**src/rtl/dmem_arbiter.sv**
```systemverilog
// dmem_arbiter
//   Two-lane arbiter in front of a single-port, combinationally read data
//   memory. At most one lane is granted per cycle. When both lanes are
//   eligible they alternate (round-robin on the last granted lane). Each
//   granted access is checked for misalignment, range and admin-key write
//   protection. The lane gets a registered ack one cycle after its grant.
//
// Ports
//   clk, rst                 clock, synchronous active-high reset
//   req0/1, we0/1            lane request level and write flag
//   addr0/1, wd0/1           lane byte address and write data
//   ack0/1, err0/1, rd0/1    lane completion pulse, fault flag, read data
//   key_unlock               allows writes to the protected word while high
//   mem_we/addr/wd, mem_rd   data memory port (read data is combinational)
//   conflict_cnt             saturating count of cycles with both lanes eligible
//
// Handshake: a lane raises reqN with we/addr/wd stable and holds it until it
// sees ackN=1. The cycle a lane is granted is the cycle its memory access
// is presented. ackN pulses for exactly the following cycle and errN/rdN are
// valid with it. reqN seen during the ack cycle is ignored, so a lane that
// keeps reqN high starts a fresh request the cycle after ack.
module dmem_arbiter #(
  parameter int MEM_WORDS    = 64,
  parameter int PROTECT_WORD = 0
) (
  input  logic        clk,
  input  logic        rst,
  input  logic        req0,
  input  logic        we0,
  input  logic [31:0] addr0,
  input  logic [31:0] wd0,
  input  logic        req1,
  input  logic        we1,
  input  logic [31:0] addr1,
  input  logic [31:0] wd1,
  output logic        ack0,
  output logic        err0,
  output logic [31:0] rd0,
  output logic        ack1,
  output logic        err1,
  output logic [31:0] rd1,
  input  logic        key_unlock,
  output logic        mem_we,
  output logic [31:0] mem_addr,
  output logic [31:0] mem_wd,
  input  logic [31:0] mem_rd,
  output logic [15:0] conflict_cnt
);

  localparam logic [29:0] WORDS_W   = 30'(MEM_WORDS);
  localparam logic [29:0] PROTECT_W = 30'(PROTECT_WORD);

  logic        ack0_q, ack0_d, ack1_q, ack1_d;
  logic        err0_q, err0_d, err1_q, err1_d;
  logic [31:0] rd0_q, rd0_d, rd1_q, rd1_d;
  logic [15:0] conflict_cnt_q, conflict_cnt_d;
  logic        last_grant_q, last_grant_d;  // 0 = lane 0, 1 = lane 1

  logic        elig0, elig1, gnt0, gnt1;
  logic        g_we, fault;
  logic [31:0] g_addr, g_wd, g_rd;

  always_comb begin
    // A lane in its ack cycle is not eligible; this enforces one access per
    // lane per two cycles and makes held requests re-arm naturally.
    elig0 = req0 & ~ack0_q;
    elig1 = req1 & ~ack1_q;

    gnt0 = 1'b0;
    gnt1 = 1'b0;
    if (elig0 && elig1) begin
      if (last_grant_q) gnt0 = 1'b1;
      else              gnt1 = 1'b1;
    end else begin
      gnt0 = elig0;
      gnt1 = elig1;
    end

    g_we   = gnt1 ? we1   : we0;
    g_addr = gnt1 ? addr1 : addr0;
    g_wd   = gnt1 ? wd1   : wd0;

    fault = (g_addr[1:0] != 2'b00) ||
            (g_addr[31:2] >= WORDS_W) ||
            (g_we && (g_addr[31:2] == PROTECT_W) && !key_unlock);

    // Memory port is quiet unless a clean access is granted outside reset;
    // this also keeps a write presented during reset away from memory.
    mem_we   = 1'b0;
    mem_addr = 32'h0;
    mem_wd   = 32'h0;
    if (!rst && (gnt0 || gnt1) && !fault) begin
      mem_we   = g_we;
      mem_addr = g_addr;
      mem_wd   = g_wd;
    end

    g_rd = (g_we || fault) ? 32'h0 : mem_rd;

    ack0_d = gnt0;
    ack1_d = gnt1;
    err0_d = gnt0 & fault;
    err1_d = gnt1 & fault;
    rd0_d  = gnt0 ? g_rd : rd0_q;
    rd1_d  = gnt1 ? g_rd : rd1_q;

    last_grant_d = last_grant_q;
    if (gnt0)      last_grant_d = 1'b0;
    else if (gnt1) last_grant_d = 1'b1;

    conflict_cnt_d = conflict_cnt_q;
    if (elig0 && elig1 && (conflict_cnt_q != 16'hFFFF))
      conflict_cnt_d = conflict_cnt_q + 16'd1;
  end

  always_ff @(posedge clk) begin
    if (rst) begin
      ack0_q         <= 1'b0;
      ack1_q         <= 1'b0;
      err0_q         <= 1'b0;
      err1_q         <= 1'b0;
      rd0_q          <= 32'h0;
      rd1_q          <= 32'h0;
      conflict_cnt_q <= 16'h0;
      last_grant_q   <= 1'b1;  // lane 0 wins the first conflict
    end else begin
      ack0_q         <= ack0_d;
      ack1_q         <= ack1_d;
      err0_q         <= err0_d;
      err1_q         <= err1_d;
      rd0_q          <= rd0_d;
      rd1_q          <= rd1_d;
      conflict_cnt_q <= conflict_cnt_d;
      last_grant_q   <= last_grant_d;
    end
  end

  assign ack0         = ack0_q;
  assign ack1         = ack1_q;
  assign err0         = err0_q;
  assign err1         = err1_q;
  assign rd0          = rd0_q;
  assign rd1          = rd1_q;
  assign conflict_cnt = conflict_cnt_q;

endmodule
```
**config.mk**
```make
export PLATFORM = sky130hd
export DESIGN_NAME = dmem_arbiter
export DESIGN_NICKNAME = d
export VERILOG_FILES = /design/src/rtl/dmem_arbiter.sv
export SDC_FILE = /design/constraint.sdc
export NUM_CORES = 1
export LEC_CHECK = 0
export CORE_AREA = 2 2 124 126
export DETAILED_ROUTE_END_ITERATION = 10
export DIE_AREA = 0 0 126 128
export GPL_ROUTABILITY_DRIVEN = 0
export PLACE_DENSITY = 0.7
export SLEW_MARGIN = 20
export SYNTH_ARGS = -nofsm -noshare
export SYNTH_HDL_FRONTEND = slang
export SYNTH_SLANG_ARGS = --single-unit
```
**constraint.sdc**
```tcl
create_clock -name clk -period 3.3 [get_ports clk]
set_clock_uncertainty 0.1 [all_clocks]
set_input_delay 0.33 -clock clk [delete_from_list [all_inputs] [get_ports clk]]
set_output_delay 0.33 -clock clk [all_outputs]
set_load 0.01 [all_outputs]
```
[After elaboration in Yosys (flattened, before gate mapping)]
Cells that the tools add are included.
Word-level totals
  bits of input ports: 167
  bits in registers: 85
Cells by class
  multiplexer cells: 13
  bitwise operators: 6
  order comparisons: 1
  equal/unequal tests: 1
  add/subtract/negate cells: 1
  reductions and logical operators: 16
Operators by type and width (count)
  two-way mux 32 bit: 5
  greater-or-equal comparator 30 x 7 -> 1 bit (second input constant): 1
  logical NOT 30 bit: 1
  adder 16 x 1 -> 16 bit (second input constant): 1
  != test 16 bit (second input constant): 1
  two-way mux 1 bit: 8
  logical AND 1 bit: 6
  AND 1 bit: 4
  logical OR 1 bit: 4
  nonzero test 2 bit: 2
  logical NOT 1 bit: 3
  inverter 1 bit: 2

[Depth between registers and ports, before layout]
  depth in word-level cells: 12
  mapped depth: 7
  mapped depth without buffers: 6

[Least setup slack after synthesis]
Ideal clock, no wire load.
  path kind: input-to-output
  start point: in addr0[14]
  end point: out mem_wd[18]
  stages: 6
  path buffers: 1
  setup slack: 1.014 ns
  data required time: 2.870 ns
  data arrival time: 1.856 ns
  cells stage by stage: or4_1 -> nor3_2 -> nand4_1 -> a211o_2 -> buf_6 -> nor3_2
Between the ends
  cells in the longest elaborated chain, start to end: 8
  elaborated cells between the ends (all ways): 10
  those cells by class: 1 x order compare; 2 x mux; 7 x reduce/logical
Ends and longest elaborated chain
  from (decl): RTL line 30  | input logic [31:0] addr0,
  two-way mux 32 bit (*): RTL line 80  | g_addr = gnt1 ? addr1 : addr0;
  branches (longest 3 deep; another with greater-or-equal comparator 30 x 7 -> 1 bit)
  logical OR 1 bit (*): RTL line 84  | (g_addr[31:2] >= WORDS_W) ||
  logical NOT 1 bit (*): RTL line 92  | if (!rst && (gnt0 || gnt1) && !fault) begin
  logical AND 1 bit (*): RTL line 92
  two-way mux 32 bit (*): RTL line 92
  to (decl): RTL line 45  | output logic [31:0] mem_wd,
Every way passes the cells marked *.

[Worst setup path after layout]
  start point: in addr0[14]
  end point: out mem_wd[29]
Same word-level chain as after synthesis.

==> out/metrics.csv <==
metric,value,unit
Fin Hold WS,177,ps
largest net degree at the start of global routing,51,
synthesized flop and latch total,85,
final wirelength,16100,microns
DR vias,4469,
final setup fails,0,
Clk pwr share,0.381,
CTS buffer count,9,
post-synth top area share,0.399,
die footprint,16100,sq um
share of cells above drive strength 1,0.107,
endpoints failing hold,0,
max-slew violations,0,
"Max FO, Critical Path",14,
clk sinks,85,
Slew Limit Headroom,0.494,
post-cts hold buffer count,0,
I/O Buffers,289,
ANT cells,0,
Fmax,304,MHz
Worst Setup End Kind,output port,
DR vias/cell,4.91,
status,completed,
switching power of the nets,652,uW
pwr dens,328,nW/um^2
Seq pwr share,0.419,
Fill cells,1402,
min Tclk post-route,3290,ps
top post-synthesis cells by area,"dfxtp_1 40%, mux2i_1 9.4%, nor3_2 8.9%",
fin crit share,0.996,
register area share after synthesis,0.399,
"EDFF count, synth",0,
Core ar.,14900,sq um
dpl hpwl,12600,microns
Initial Util,0.287,
Skew-Pair Late Insertion Delay,330,ps
GR Util All Layers,0.189,
number of global-route vias before repair,4619,
first-pass GRT wire length,24100,microns
H-tree depth,3,
RSZ-0062 raised after global routing,yes,
Max-Cap Viols,0,
worst slew pin tran,759,ps
Yosys top cell by area,dfxtp_1,
Hold Startpoint,rst,
Root Driver,clkbuf_16,
Avg Inst Size Synth,9.68,sq um
Avg WL per Cell,17.7,microns
Layout area overhead,76.4,%
overall die height,128,microns
Sw Share,0.264,
remaining routing DRC violations,0,
"FFs w/ async S/R, synth",0,
reg2reg start,ack0,
worst hold path class,in -> reg,
Lkg Pwr,2.85,nW
cell area after technology mapping,4270,sq um
CP Launch Type,input pin,
CTS max path bufs,2,
crit-path cells,clkdlybuf4s50_1 > or4_1 > nor3_2 > nand4_1 > a211o_2 > buf_4 > nor3_2 > clkdlybuf4s50_1,
"non-filler cells, final",911,
logic gate share of total power,0.200,
critical path required time,2870,ps
Power Internal,1.82,mW
Buf/Inv on CP,3,
Multi-input gate area,2300,sq um
initial drt markers,147,
Post-Synthesis Cells,441,
postcts setup bufs,0,
first drt pass iteration count,5,
CP Class,in -> out,
die width,126,microns
Inst Count DP,895,
Layout Nets,886,
aggregate global routing overflow,0,
most common cell in the netlist,dfxtp_1,
CP max stage delay,550,ps
synth warn,0,
I/O Pins,316,
Post-synth top flop,dfxtp_1,
VDD IR max,0.220,mV
slowest cell on the critical path,clkdlybuf4s50_1,
Post-synth top cells,"85 x dfxtp_1, 52 x nor2_1, 40 x mux2i_1",
remaining antenna violation count,0,
CP arrival,2860,ps
initial antenna violation count,0,
site row count,45,
CP startpoint,addr0[14],
Cell variety after synth,44,
CTS tree,done,
"Reg clk slew, reported paths",60,ps
register area,1700,sq um
CP top delay family,buffers and inverters,
## cell usage in the layout (no fill, tap or decap), drive strengths merged, types with 2 or more instances in the layout
| cell type | count |
|---|---|
| clkdlybuf4s50 | 271 |
| dfxtp | 85 |
| nor2 | 52 |
| nor3 | 45 |
| mux2i | 40 |
| a22oi | 33 |
| a22o | 32 |
| conb | 26 |
| dlygate4sd2 | 17 |
| nor4 | 16 |
| xnor2 | 14 |
| buf | 14 |
| clkbuf | 9 |
| nor2b | 6 |
| nand3 | 6 |
| nand4 | 5 |
| a211oi | 5 |
| nand2 | 5 |
| inv | 5 |
| and4 | 4 |
| a21oi | 4 |
| clkinv | 4 |
| and3 | 2 |
| o211ai | 2 |
| nor4b | 2 |
| or3 | 2 |
| and3b | 2 |
| and2 | 2 |
## per-layer routing
metal	vias to the layer above	wire length, microns	global-route usage
li1	2128	-	-
met1	2112	6150	0.208
met2	201	8510	0.346
met3	28	1150	0.0601
met4	0	324	0.0575
met5	-	0	0
## flip-flops by register name (all words and copies together) (netlist names)
signal and count:
rd0 32, err0 1, rd1 32, conflict_cnt 16
last_grant_q 1, ack1 1, ack0 1, err1 1
## worst register-to-register path: stages, from the launching register on
cell and delay [ps]:
dfxtp_1 450, and3b_1 260, nor3_1 160, and4_1 720
buf_4 330, a22oi_1 90, nor2_1 110
## cells by family (layout without fill, tap and decap cells)
| family | Yosys count | in the layout | share of synthesized area |
|---|---|---|---|
| AO/OA/AOI/OAI | 83 | 83 | 0.154 |
| XOR/XNOR | 14 | 14 | 0.0287 |
| adder cells (fa/ha/maj) | 1 | 1 | 0.00293 |
| buffers and inverters | 64 | 321 | 0.0882 |
| flip-flops | 85 | 85 | 0.399 |
| multiplexers | 40 | 40 | 0.0938 |
| other | 1 | 26 | 0.000879 |
| AND/OR/NAND/NOR | 153 | 153 | 0.233 |
## power by group through the flow
| stage | logic, mW | registers, mW | clock network (mW) |
|---|---|---|---|
| after floorplan | 0.218 | 1.06 | 0 |
| after global placement | 0.492 | 1.06 | 0 |
| after detailed placement | 0.499 | 1.06 | 0 |
| after CTS | 0.497 | 1.04 | 0.974 |
| after global routing | 0.527 | 1.04 | 1.02 |
| final | 0.494 | 1.04 | 0.941 |
## metrics by stage
step / setup slack, ps / TNS, ps / utilization / total power, mW / instance area [sq um]
finish: 14.7 / 0 / 0.506 / 2.47 / 7530
global route: -147 / -2660 / 0.506 / 2.58 / 7530
CTS: 2.79 / 0 / 0.506 / 2.51 / 7530
detailed placement: -78.3 / -1080 / 0.489 / 1.56 / 7280
global placement: 1.02 / 0 / 0.489 / 1.55 / 7280
floorplan: 1010 / 0 / - / 1.28 / 4360
## what timing repair did
item / in CTS / in global routing
resized for setup: 17 / 0
pin swaps: 1 / 0
setup endpoints to repair: 38 / 22
## final cells by class
class,count,share of cell area
repair buffers,302,0.399
multi-input cells,317,0.306
flip-flops and latches,85,0.226
well taps,188,0.0312
clock buffers,9,0.0299
clock inverters,7,0.00648
inverters,3,0.00150
## final timing paths
| check | to | slack (ps) | cells past startpoint |
|---|---|---|---|
| max | mem_wd[29] | 10 | 8 |
| min | last_grant_q | 180 | 2 |
| max reg2reg | rd1[13] | 1000 | 6 |
| min reg2reg | rd0[24] | 380 | 1 |
No activity file was read; power rests on OpenSTA's default activity.
